$ cat src/rtl/feature_stream_loader.sv
// rtl/feature_stream_loader.sv - serial feature loader and result returner for a combinational classifier
// Optional feature: OUT_PLUS_ONE_EN selects 1-based class labels on m_data.
module feature_stream_loader #(
  parameter int WIDTH_A  = 4,
  parameter int NUM_A    = 21,
  parameter int OUTWIDTH = 2,
  parameter int SETTLE   = 4
) (
  input  logic                       clk,
  input  logic                       rst,
  input  logic                       s_valid,
  output logic                       s_ready,
  input  logic [WIDTH_A-1:0]         s_data,
  output logic [NUM_A*WIDTH_A-1:0]   cls_inp,
  input  logic [OUTWIDTH-1:0]        cls_out,
  output logic                       m_valid,
  input  logic                       m_ready,
  output logic [OUTWIDTH:0]          m_data,
  output logic [15:0]                frame_cnt
);

  localparam int IDXW = (NUM_A > 1) ? $clog2(NUM_A) : 1;
  localparam logic [IDXW-1:0] IDX_LAST = IDXW'(NUM_A - 1);
  localparam logic [7:0] CNT_LAST = 8'(SETTLE - 1);

  typedef enum logic [1:0] {ST_LOAD, ST_SETTLE, ST_OUT} state_t;

  state_t state, state_nxt;
  logic [IDXW-1:0] idx;
  logic [7:0] cnt;
  logic [OUTWIDTH:0] result;
  logic accept, deliver;

`ifdef OUT_PLUS_ONE_EN
  assign result = {1'b0, cls_out} + {{OUTWIDTH{1'b0}}, 1'b1};
`else
  assign result = {1'b0, cls_out};
`endif

  assign accept  = s_valid && s_ready;
  assign deliver = m_valid && m_ready;

  always_ff @(posedge clk) begin
    if (rst) state <= ST_LOAD;
    else     state <= state_nxt;
  end

  always_comb begin
    state_nxt = state;
    case (state)
      ST_LOAD:   if (s_valid && idx == IDX_LAST) state_nxt = ST_SETTLE;
      ST_SETTLE: if (cnt == CNT_LAST)            state_nxt = ST_OUT;
      ST_OUT:    if (m_ready)                    state_nxt = ST_LOAD;
      default:                                   state_nxt = ST_LOAD;
    endcase
  end

  // Handshake outputs depend only on the state register; rst forces both low.
  always_comb begin
    s_ready = 1'b0;
    m_valid = 1'b0;
    if (!rst) begin
      s_ready = (state == ST_LOAD);
      m_valid = (state == ST_OUT);
    end
  end

  always_ff @(posedge clk) begin
    if (rst) begin
      idx       <= '0;
      cnt       <= '0;
      cls_inp   <= '0;
      m_data    <= '0;
      frame_cnt <= '0;
    end else begin
      if (accept) begin
        for (int i = 0; i < NUM_A; i++) begin
          if (idx == IDXW'(i)) cls_inp[i*WIDTH_A +: WIDTH_A] <= s_data;
        end
        if (idx == IDX_LAST) begin
          idx <= '0;
          cnt <= '0;
        end else begin
          idx <= idx + 1'b1;
        end
      end
      if (state == ST_SETTLE) begin
        cnt <= cnt + 8'd1;
        if (cnt == CNT_LAST) m_data <= result;
      end
      if (deliver) frame_cnt <= frame_cnt + 16'd1;
    end
  end

endmodule

$ cat config.mk
export PLATFORM = sky130hd
export DESIGN_NAME = feature_stream_loader
export DESIGN_NICKNAME = d
export VERILOG_FILES = /design/src/rtl/feature_stream_loader.sv
export SDC_FILE = /design/constraint.sdc
export NUM_CORES = 1
export LEC_CHECK = 0
export CORE_MARGIN = 4
export CORE_UTILIZATION = 45
export DETAILED_ROUTE_END_ITERATION = 8
export GPL_ROUTABILITY_DRIVEN = 0
export PLACE_DENSITY = 0.79
export SLEW_MARGIN = 20
export SYNTH_ARGS = -nofsm -noshare
export SYNTH_HDL_FRONTEND = slang
export SYNTH_SLANG_ARGS = --single-unit
$ cat constraint.sdc
create_clock -name clk -period 3.1 [get_ports clk]
set_clock_uncertainty 0.2 [all_clocks]
set_input_delay 0.465 -clock clk [delete_from_list [all_inputs] [get_ports clk]]
set_output_delay 0.465 -clock clk [all_outputs]
set_load 0.02 [all_outputs]
Yosys cells after proc, flatten, opt, wreduce, memory -nomap -nowiden
Index checks and enable logic that the tools add are counted.
Word-level totals
  register bits after elaboration: 117
  input bits: 10
  word-level logic and storage cells: 96
Operators by class
  add/subtract/negate cells: 3
  equality and inequality tests: 26
  multiplexer cells: 10
  reductions and logical operators: 31
Operators with widths (number)
  AND reduction 2 bit: 23
  == test 5 x 4 -> 1 bit, second input constant: 8
  == test 5 bit, second input constant: 5
  2-to-1 mux 8 bit: 3
  == test 5 x 3 -> 1 bit, second input constant: 4
  adder 16 x 1 -> 16 bit, second input constant: 1
  == test 5 x 2 -> 1 bit, second input constant: 2
  adder 8 x 1 -> 8 bit, second input constant: 1
  == test 8 x 2 -> 1 bit, second input constant: 1
  2-to-1 mux 2 bit: 3
  one-hot mux 2 bit (3 select lines): 1
  adder 5 x 1 -> 5 bit, second input constant: 1
  == test 5 x 1 -> 1 bit, second input constant: 1
  zero test 5 bit: 1
  2-to-1 mux 5 bit: 1
  inequality test 2 bit, second input constant: 2
  nonzero test 2 bit: 2
  logical AND 1 bit: 3
  AND reduction 3 bit: 1
  == test 2 x 1 -> 1 bit, second input constant: 1
  == test 2 bit, second input constant: 1
  zero test 2 bit: 1
  2-to-1 mux 1 bit: 2
  inequality test 2 x 1 -> 1 bit, second input constant: 1

Depth between registers and ports, before layout
  word-level depth: 5
  mapped depth: 7
  gate-level depth less buffers: 6

Worst setup path after synthesis
OpenSTA, ideal clock, no wires.
  path type: input-to-output
  from: in rst
  to: out s_ready
  arrival time: 1263 ps
  path slack: 1172 ps
  stages on the path: 3
  buffers on the path: 2
  cell sequence: buf_2 > clkbuf_1 > nor3_1
Between the ends
  longest elaborated chain between the ends: 1
RTL lines
  start, declared: line 10  | input logic rst,
  2-to-1 mux 1 bit: line 62  | if (!rst) begin
  end, declared: line 12  | output logic s_ready,
No other way between the ends.

Worst setup path after layout
  from: reg state[1]
  to: out m_valid
Between the ends
  longest elaborated chain between the ends: 2
RTL lines
  start, declared: line 28  | state_t state, state_nxt;
  start signal, assigned: line 45  | else state <= state_nxt;
  == test 2 bit: line 64  | m_valid = (state == ST_OUT);
  2-to-1 mux 1 bit: line 62
  end, declared: line 16  | output logic m_valid,
No other way between the ends.

==> metrics.txt <==
outcome=finished clean; Compound-Gate Fraction of Synth Area=4.20%; ANT cells=0; Seq cells post-synth=117; Clock Tree Root=clkbuf_8; share of the clock period used by the worst path=93.4%; fillers=851; I/O pins=115; CP Capture Type=output port; origin of the critical flop-to-flop path=idx[0]; Yosys warning count=0; via count=roughly 3,900; antenna violations before repair=0; crit path from=state[1]; DR iter-0 viols=206; multiplexer share of the synthesized area=16.3%; CTS Hold Bufs=0; Final Power=3.36 mW; Layout Nets=622; Synth top area share=47.7%; Post-Synth Simple-Gate Area=between 20% and 30%; final hold viol count=0; first-pass GRT wire length=20.3 mm; Most used DFF post-synth=dfxtp_1; number of flops mapped to enable cells by yosys=0; DR WL/cell=~16 µm; Post-CTS Setup Bufs=0; DRT Wirelength=roughly 12 mm; # port buffers=113; Seq/Total Area, Yosys=47.7%; Final Util=63.3%; TritonCTS Buffers=17; area of the mapped netlist=just under 5000 µm²; Max VDD drop=approximately 0.32 mV; slew at the pin closest to its max-slew limit=908 ps; Post-Synth Adder-Cell Area=around 1.8%; post-placement cell count=~720; Final Max Tran Viols=0; post-detail-place hpwl=8.39 mm; fin crit period=2890 ps; largest family of logic cells by synthesized area=simple AND/OR/NAND/NOR gates; CP required=2430 ps; DR DRC count=0; arrival time worst endpoint=2230 ps; Setup violations, final=0; slack of the worst reg-to-reg path=approximately 870 ps; Mapped Cells=503; die area=12,700 µm²; multi-input logic area=2380 µm²; Syn Nets=520; FF-to-FF End=cls_inp[58]; synth top area cells=dfxtp_1, mux2i_1, nor2_1; Vert. Die Dim=between 100 and 150 µm; post-synthesis xor/xnor area fraction=1.78%; Min-Delay Path Class=input port to flop; vias in the first global route=between 4,000 and 5,000; hold depth=2; Worst-path clk slew=60 ps; post-synth top area cell=dfxtp_1; Starting Density=47.0%; WHS Endpoint=frame_cnt[3]; max_cap viols=0; setup_tns=0 ps; fmax=345 MHz; Worst Setup Start Kind=flop; Antenna Nets Post-Route=0; register area=2340 µm²; FF-to-FF path depth=6; unrepaired setup endpoints after global routing=false; clk sinks=between 100 and 150; ratio of cells with drive above 1 in the final layout=under 10%; PD cells=506 nW/µm²; pin count of the biggest net entering global routing=64; Area Growth Syn to Fin=34.9%; Setup CP Type=flop to output port; Yosys cell types=45; Via density=5.23; Clk Latency, worst-skew pair=between 500 and 600 ps; worst hold start=rst; Final Non-Filler Cells=approximately 750; P_leak=2.84 nW; most frequent cells in the layout=dfxtp_1, clkdlybuf4s50_1, nor2_1; first-pass detailed-route iteration total=4; H-tree levels=4; GRT Residual Overflow=0; Rows=37; die width=around 110 µm; synthesized area per cell=9.77 µm²; commonest non-fill, non-tap cell in the layout=dfxtp_1; CP Max Fanout=11; clock buffer depth=2; CTS tree=built; Hold Slack=83.1 ps; Synth async-reset ratio=0%; slew margin rel.=~39%; Placeable Area=~10,000 µm²; post-cts resize count=0; Tot GR Track Use=19.7%
## power by group
group | leakage [nW] | internal, mW | total [mW] | switching (mW)
sequential | 0.943 | 1.51 | 1.51 | 0.00404
clock | 0.250 | 1.00 | 1.72 | 0.715
combinational | 1.65 | 0.0396 | 0.123 | 0.0834
total | 2.84 | 2.55 | 3.36 | 0.802
## worst max-delay path, stage by stage (launching register included)
cell and delay, ps:
dfxtp_1 550, nor2b_1 360, nor2b_1 190, clkdlybuf4s50_1 620
## per-layer routing
layer  GRT usage (%)  part of all wire, %  up-vias
met4            6.57                  1.1        0
li1                -                    -     1946
met5               0                    0        -
met1            23.7                   43     1866
met2            32.6                   48      120
met3            7.33                  8.0       14
## cell families (layout without fill, tap and decap cells)
group | count (synthesis) | after routing
adder cells (fa/ha/maj) | 7 | 7
XOR/XNOR | 10 | 10
flip-flops | 117 | 117
buffers and inverters | 41 | 156
AO/OA/AOI/OAI | 38 | 38
multiplexers | 80 | 80
AND/OR/NAND/NOR | 209 | 209
other | 1 | 1
## metrics by stage
stage / cell area (µm²) / setup slack, ps
2_1_floorplan: 4910 / 1170
3_3_place_gp: 6090 / 683
3_5_place_dp: 6090 / 607
4_1_cts: 6630 / 126
5_1_grt: 6630 / 53.7
6_report: 6630 / 205
## registers in the layout, indices dropped and copies added (netlist names)
signal and count:
cls_inp 84, cnt 8, frame_cnt 16, idx 5, m_data 2, state 2
## worst max-delay path by stage
stage / endpoint / slack, ps / cells after the start
floorplan: s_ready / 1170 / 3
global placement: cls_inp[67] / 680 / 6
detailed placement: cls_inp[64] / 610 / 6
CTS: m_valid / 130 / 3
global route: m_valid / 50 / 3
finish: m_valid / 210 / 3
## cells in the mapped netlist, types with 2 or more instances
library cell and instances:
a21oi_1 26, a31oi_1 2, and2b_1 2, and3_1 2, and3b_1 2, and4_1 6, and4b_1 2, buf_2 6
buf_4 5, buf_6 2, clkbuf_1 23, dfxtp_1 117, ha_1 7, inv_1 5, mux2i_1 80, nand2_1 19
nand2b_1 5, nand3_1 19, nand3_2 8, nand3b_1 4, nand4_1 8, nand4_4 2, nand4b_1 2, nand4b_4 4
nor2_1 94, nor2b_1 7, nor3_1 9, nor4_1 2, o21ai_0 5, o31ai_1 2, or2_2 2, or3_1 3
xnor2_1 5, xor2_1 5
## area by class of cell
cell class / instances / share of cell area [%]
clock buffer: 18 / 6.46
clock inverter: 14 / 1.59
inverter: 5 / 0.283
multi-input combinational: 345 / 35.9
sequential: 117 / 35.3
tap: 136 / 2.57
timing repair buffer: 119 / 17.9
Note: power is estimated with default switching activity, not from simulation.
